### config.mk
export PLATFORM = sky130hd
export DESIGN_NAME = fetch_unit_flat
export DESIGN_NICKNAME = d
export VERILOG_FILES = /design/src/rtl/fetch_unit_if.sv /design/src/rtl/fetch_unit.sv /design/src/flat_wrapper.sv
export SDC_FILE = /design/constraint.sdc
export NUM_CORES = 1
export LEC_CHECK = 0
export ABC_CLOCK_PERIOD_IN_PS = 5100
export BUFFER_PORTS_ARGS = -buffer_cell sky130_fd_sc_hd__buf_2
export CORE_ASPECT_RATIO = 0.6
export CORE_UTILIZATION = 52
export DETAILED_ROUTE_END_ITERATION = 7
export PLACE_DENSITY = 0.83
export SLEW_MARGIN = 20
export SYNTH_ARGS = -nofsm -noshare
export SYNTH_HDL_FRONTEND = slang
export SYNTH_SLANG_ARGS = --single-unit
export TNS_END_PERCENT = 30
### constraint.sdc
create_clock -name clk -period 5.1 [get_ports clk]
set_input_delay 0.255 -clock clk [delete_from_list [all_inputs] [get_ports clk]]
set_output_delay 0.255 -clock clk [all_outputs]
set_load 0.1 [all_outputs]
### src/rtl/fetch_unit_if.sv
// Instruction-memory request/response bundle between fetch and imem.
// One outstanding request; responses carry no backpressure.
interface fetch_unit_if;
    logic        imem_req;
    logic [31:0] imem_addr;
    logic        imem_gnt;
    logic        imem_rvalid;
    logic [31:0] imem_rdata;

    modport master (
        output imem_req,
        output imem_addr,
        input  imem_gnt,
        input  imem_rvalid,
        input  imem_rdata
    );

    modport slave (
        input  imem_req,
        input  imem_addr,
        output imem_gnt,
        output imem_rvalid,
        output imem_rdata
    );
endinterface

### src/rtl/fetch_unit.sv
// Fetch stage: owns the fetch PC, one-deep output buffer and imem handshake.
// Define FETCH_STAT_EN to add fetch_count / bubble_count statistics ports.
module fetch_unit #(
    parameter logic [31:0] RESET_PC  = 32'h0000_0000,
    parameter logic [31:0] NOP_INSTR = 32'h0000_0013
) (
    input  logic        clk,
    input  logic        reset,
    input  logic        halted,
    input  logic        stall,
    input  logic        redirect,
    input  logic [31:0] redirect_pc,
    fetch_unit_if.master imem,
    output logic [31:0] instr_f,
    output logic [31:0] pc_f,
    output logic [31:0] pc4_f
`ifdef FETCH_STAT_EN
    ,
    output logic [31:0] fetch_count,
    output logic [31:0] bubble_count
`endif
);

    typedef enum logic [1:0] {
        REQ,
        WAIT,
        DROP
    } state_t;

    state_t      state;
    state_t      state_nxt;
    logic [31:0] fetch_pc;
    logic [31:0] req_pc;
    logic [31:0] instr_q;
    logic [31:0] pc_q;
    logic        valid_q;
    logic        consume;
    logic        grant;
    logic        load;
    logic [31:0] redirect_tgt;
    logic        unused_bits;

    assign consume      = valid_q & ~stall & ~halted;
    assign redirect_tgt = {redirect_pc[31:2], 2'b00};
    assign unused_bits  = ^redirect_pc[1:0];
    assign grant        = imem.imem_req & imem.imem_gnt;
    assign imem.imem_addr = fetch_pc;

    // A redirect in the capture cycle turns the response stale
    assign load = (state == WAIT) & imem.imem_rvalid & ~redirect;

    always_ff @(posedge clk) begin
        if (reset) begin
            state <= REQ;
        end else begin
            state <= state_nxt;
        end
    end

    always_comb begin
        state_nxt     = state;
        imem.imem_req = 1'b0;
        unique case (state)
            REQ: begin
                imem.imem_req = ~reset & ~halted & (~valid_q | consume);
                if (grant) begin
                    state_nxt = redirect ? DROP : WAIT;
                end
            end
            WAIT: begin
                if (imem.imem_rvalid) begin
                    state_nxt = REQ;
                end else if (redirect) begin
                    state_nxt = DROP;
                end
            end
            DROP: begin
                if (imem.imem_rvalid) begin
                    state_nxt = REQ;
                end
            end
            default: state_nxt = REQ;
        endcase
    end

    always_ff @(posedge clk) begin
        if (reset) begin
            fetch_pc <= RESET_PC;
            req_pc   <= RESET_PC;
            valid_q  <= 1'b0;
            instr_q  <= NOP_INSTR;
            pc_q     <= RESET_PC;
        end else begin
            if (redirect) begin
                fetch_pc <= redirect_tgt;
            end else if (grant) begin
                fetch_pc <= fetch_pc + 32'd4;
            end
            if (grant) begin
                req_pc <= fetch_pc;
            end
            if (redirect) begin
                valid_q <= 1'b0;
            end else if (load) begin
                valid_q <= 1'b1;
            end else if (consume) begin
                valid_q <= 1'b0;
            end
            if (load) begin
                instr_q <= imem.imem_rdata;
                pc_q    <= req_pc;
            end
        end
    end

    assign instr_f = valid_q ? instr_q : NOP_INSTR;
    assign pc_f    = pc_q;
    assign pc4_f   = pc_q + 32'd4;

`ifdef FETCH_STAT_EN
    always_ff @(posedge clk) begin
        if (reset) begin
            fetch_count  <= 32'd0;
            bubble_count <= 32'd0;
        end else begin
            if (load) begin
                fetch_count <= fetch_count + 32'd1;
            end
            if (~valid_q & ~halted) begin
                bubble_count <= bubble_count + 32'd1;
            end
        end
    end
`endif

endmodule

### src/flat_wrapper.sv
// flat-port wrapper written by rule: the top's interface ports become plain ports
module fetch_unit_flat 
#(
    parameter logic [31:0] RESET_PC  = 32'h0000_0000,
    parameter logic [31:0] NOP_INSTR = 32'h0000_0013
)
  (clk, reset, halted, stall, redirect, redirect_pc, instr_f, pc_f, pc4_f, imem_imem_req, imem_imem_addr, imem_imem_gnt, imem_imem_rvalid, imem_imem_rdata);
  fetch_unit_if imem_i ();
  input  logic clk;
  input  logic reset;
  input  logic halted;
  input  logic stall;
  input  logic redirect;
  input  logic [31:0] redirect_pc;
  output logic [31:0] instr_f;
  output logic [31:0] pc_f;
  output logic [31:0] pc4_f;
  output wire logic [$bits(imem_i.imem_req)-1:0] imem_imem_req;
  output wire logic [$bits(imem_i.imem_addr)-1:0] imem_imem_addr;
  input wire logic [$bits(imem_i.imem_gnt)-1:0] imem_imem_gnt;
  input wire logic [$bits(imem_i.imem_rvalid)-1:0] imem_imem_rvalid;
  input wire logic [$bits(imem_i.imem_rdata)-1:0] imem_imem_rdata;
  assign imem_imem_req = imem_i.imem_req;
  assign imem_imem_addr = imem_i.imem_addr;
  assign imem_i.imem_gnt = imem_imem_gnt;
  assign imem_i.imem_rvalid = imem_imem_rvalid;
  assign imem_i.imem_rdata = imem_imem_rdata;
  fetch_unit #(.RESET_PC(RESET_PC), .NOP_INSTR(NOP_INSTR)) u_core (.clk(clk), .reset(reset), .halted(halted), .stall(stall), .redirect(redirect), .redirect_pc(redirect_pc), .imem(imem_i), .instr_f(instr_f), .pc_f(pc_f), .pc4_f(pc4_f));
endmodule
== After elaboration in Yosys (flattened, before gate mapping) ==
Cells that the tools add are included.

* Memory bits (read-only): 0
* Bits of input ports: 71
* Logic and storage cells: 44
* Register bits after elaboration: 131
* Latch bits: 0
* Output and inout port bits: 129
* Bits in writable memories: 0
* Memories: 0

* Bitwise operators: 13
* Magnitude comparators: 0
* Multiplexer cells: 12
* Shift operators: 0
* Reduce and logical (&&, ||, !) cells: 5
* Add/subtract/negate cells: 2
* Equal/unequal tests: 5
* Div/mod/pow operators: 0
* Multiply operators: 0

{| class="wikitable"
|+ Operators with widths
! cell !! number
|-
| $mux W32 || 3
|-
| $add A32 B3 Y32 const B || 2
|-
| $mux W2 || 5
|-
| $and A1 B1 Y1 || 7
|-
| $pmux W2 S3 || 1
|-
| $not A1 Y1 || 5
|-
| $reduce_bool A2 Y1 || 2
|-
| $mux W1 || 3
|-
| $ne A3 B3 Y1 const B || 1
|-
| $reduce_and A3 Y1 || 1
|-
| $eq A2 B1 Y1 const B || 1
|-
| $eq A2 B2 Y1 const B || 1
|-
| $logic_not A2 Y1 || 1
|-
| $ne A2 B1 Y1 const B || 1
|-
| $ne A2 B2 Y1 const B || 1
|-
| $reduce_or A2 Y1 || 1
|-
| $or A1 B1 Y1 || 1
|}

== Depth between registers and ports, before layout ==
* Word-level depth: 9
* Gate-level depth with buffers: 7
* Depth with buffers taken out: 6

== Worst setup path after synthesis ==
Ideal clock, no wire load.

* Path kind: register to output
* From: register u_core.pc_q[4], in the netlist u_core.pc_f[4]
* To: output port pc4_f[23]
* Data required time: 4845 ps
* Buffers on the path: 1
* Cell stages (with the launch flop): 7
* Arrival: 3903 ps
* Path slack: 942 ps
* Cell sequence: dfxtp_1 -> nand4_1 -> or3_1 -> clkbuf_1 -> nor3_2 -> nand3_1 -> xnor2_1

* Cells in the longest elaborated chain, start to end: 1

{| class="wikitable"
|+ RTL lines
! element !! line !! source
|-
| start, declared || fetch_unit.sv:35 || <nowiki>logic [31:0] pc_q;</nowiki>
|-
| start signal, assigned || fetch_unit.sv:111 || <nowiki>pc_q <= req_pc;</nowiki>
|-
| $add A32 B3 Y32 || fetch_unit.sv:118 || <nowiki>assign pc4_f = pc_q + 32'd4;</nowiki>
|-
| end, declared || flat_wrapper.sv:17 || <nowiki>output logic [31:0] pc4_f;</nowiki>
|}

No other way between the ends.

== Worst setup path in the final report ==
* From: register u_core.pc_q[2], in the netlist u_core.pc_f[2]
* To: output port pc4_f[24]

Same word-level chain as after synthesis.

==> out/metrics.cfg <==
[run_status]
status=finished clean

[worst_setup_path]
crit_slowest_cell=nor3b_1
worst-path-buf-inv=2
cp-end-kind=output port
cp.arrival_ns=3.05
cp-start-kind=flop
path_class=reg -> out
crit_chain=ha_1 -> inv_1 -> nor3_1 -> nor3b_1 -> nand4_1 -> xnor2_1 -> buf_2
crit_start=u_core.pc_f[2]
r2r_start=u_core.valid_q
critPathMaxFanout=6
r2r_cells=6
crit_required_ns=4.85
max_stage_delay_ns=0.67
path_delay_family=simple AND/OR/NAND/NOR gates
path_depth=7

[timing]
slew_headroom_pct=32.5
finalHoldViolCount=0
fin_crit_ns=3.30
tightest_slew_ns=1.01
layout_setup_ws_ns=1.80
drv_slew=0
rsz0062_at_grt=false
timing.final.crit_share_pct=64.8
fmax_mhz=303
setup_viol=0
hold_slack_ns=0.0549
clock_skew_ns=0.00669
final.setup.tns_ns=0

[cells_and_area]
diodes=0
multi_input_area_um2=3000
fin_cells=1061
mostFrequentLayoutCell=nand2_1
drive_above_1_share_pct=25.6
mostFrequentLayoutCells=212 x nand2_1, 190 x buf_2, 125 x dfxtp_1
seqCellArea_um2=2500
area_growth_syn_to_layout_pct=27.2
layout.nets=984
fill_cells=900

[job]
cap_violations=0

[clock_network]
cts_root_buffer=clkbuf_16
cts_tree=built
ctsHoldBuffers=0
post-cts-setup-buffers=0
clk_latency_ns=0.41
cts_sinks=125
cts_buffers=17
htree_num_levels=4
clockBufferDepth=2
clkSlewWorstSetupHoldPaths_ns=0.06
post_cts_resized=0

[yosys]
avgSynthCellArea_um2=7.70
async_flop_share_pct=0
synth.yosys.seq_area_share_pct=43.6
synth_edf_count=0
synth-seq-cells=125
syn_area_um2=5740
synthTopCellsByArea=dfxtp_1 44%, nand2_1 14%, a21oi_1 8.2%, xnor2_1 4.6%, xor2_1 3.8%
syn-instance-count=745
synth_largest_area_cell=dfxtp_1
yosys.area.top_type_share_pct=43.6
yosysWarnings=0
synth_ff_type=dfxtp_1
ys_types=40

[drt]
via_count=5615
drt-initial-drc-count=423
wl_um=15500
via_per_inst=5.29
firstDrtPassIters=5
drc=0
wire_per_inst_um=14.7
drtAntennaViolNets=0

[place]
dp_slack_ns=2.29
gp_congestion=0.916
port_buffers=191
dp_hpwl_um=10700
placed_cells=1031

[pwr]
irDropWorstVdd_mv=0.280
power_density_nw_per_um2=343
p_leak_nw=3.05

[die]
die_h_um=83.4
initial_utilization_pct=53.9
floorplan.rows=29
dieArea_um2=11500
die_w_um=138
coreArea_um2=10600
io_pins=200

[min_path]
hold_path_class=in -> reg
holdPathStages=3
hp-start=imem_imem_rdata[4]

[grt]
top_usage_layer=met2
grt_usage_pct=27.8
grtUsageMet2_pct=40.4
grt_use_met3_pct=7.26
grt-ovfl-total=0
met1_usage_pct=40.4
grt_first_pass_wirelength_um=24700
grt_pass1_vias=4913
antenna_found_initial=0
grt_max_degree=98

==> synthesized netlist by cell type, types with 4 or more instances <==
| cell | count |
|---|---|
| a211oi_1 | 21 |
| a21oi_1 | 94 |
| and2_1 | 31 |
| and3_1 | 10 |
| and4_1 | 6 |
| buf_4 | 6 |
| clkbuf_1 | 47 |
| dfxtp_1 | 125 |
| inv_1 | 5 |
| nand2_1 | 212 |
| nand2b_1 | 5 |
| nand3_1 | 21 |
| nand3b_1 | 4 |
| nand4_1 | 20 |
| nor2_1 | 41 |
| nor3_1 | 9 |
| xnor2_1 | 30 |
| xor2_1 | 25 |
==> layer usage <==
layer  up-vias  routed length (µm)
li1       2811                   -
met1      2578                7640
met2       213                6650
met3        13                1110
met4         0                 136
met5         -                   0
==> worst register-to-register path: cells and delay by family (launching register included) <==
| family | cells | cell delay, ns |
|---|---|---|
| compound gates | 1 | 0.22 |
| simple gates | 3 | 1.05 |
| xor+xnor | 1 | 0.14 |
| flops | 1 | 0.98 |
| buf+inv | 1 | 0.37 |
==> state kept, by name, summed over array words and instances (netlist names) <==
name and flops:
u_core.pc_f 30, u_core.state 2, u_core.req_pc 30, u_core.valid_q 1
u_core.instr_q 32, u_core.imem.imem_addr 30
==> power by group <==
group          total (mW)  internal [mW]  switching (mW)
logic               0.270         0.0580           0.212
registers            1.03           1.00          0.0328
clock network        1.20          0.798           0.404
==> final timing paths <==
| path | endpoint | slack, ns |
|---|---|---|
| hold / removal | u_core.instr_q[4] | 0.05 |
| setup reg to reg | u_core.imem.imem_addr[5] | 2.25 |
| hold reg to reg | u_core.instr_q[16] | 0.45 |
| setup / recovery | pc4_f[24] | 1.80 |
==> logic make-up (layout without fill, tap and decap cells) <==
group,count (synthesis),in the layout,share of synthesized area (%)
AND/OR/NAND/NOR,374,374,30.2
multiplexers,2,2,0.349
buffers and inverters,61,233,4.54
AO/OA/AOI/OAI,125,125,12.4
flip-flops,125,125,43.6
adder cells (fa/ha/maj),2,2,0.436
XOR/XNOR,55,55,8.40
other,1,6,0.0654
==> final cells by class <==
cell class / count / area share, %
Clock inverter: 7 / 1.54
Tap cell: 139 / 2.38
Multi-Input combinational cell: 564 / 41.1
Timing Repair Buffer: 197 / 13.8
Inverter: 6 / 0.309
Clock buffer: 23 / 6.55
Sequential cell: 125 / 34.3
==> through the flow <==
step | util, % | instance area, µm² | power [mW]
final | 68.6 | 7290 | 2.51
after global placement | 63.1 | 6700 | 1.32
after global routing | 68.6 | 7290 | 2.59
after floorplan | - | 5750 | 1.26
after CTS | 68.6 | 7290 | 2.51
after detailed placement | 63.1 | 6700 | 1.32
Power figures use the tool's default switching activity.
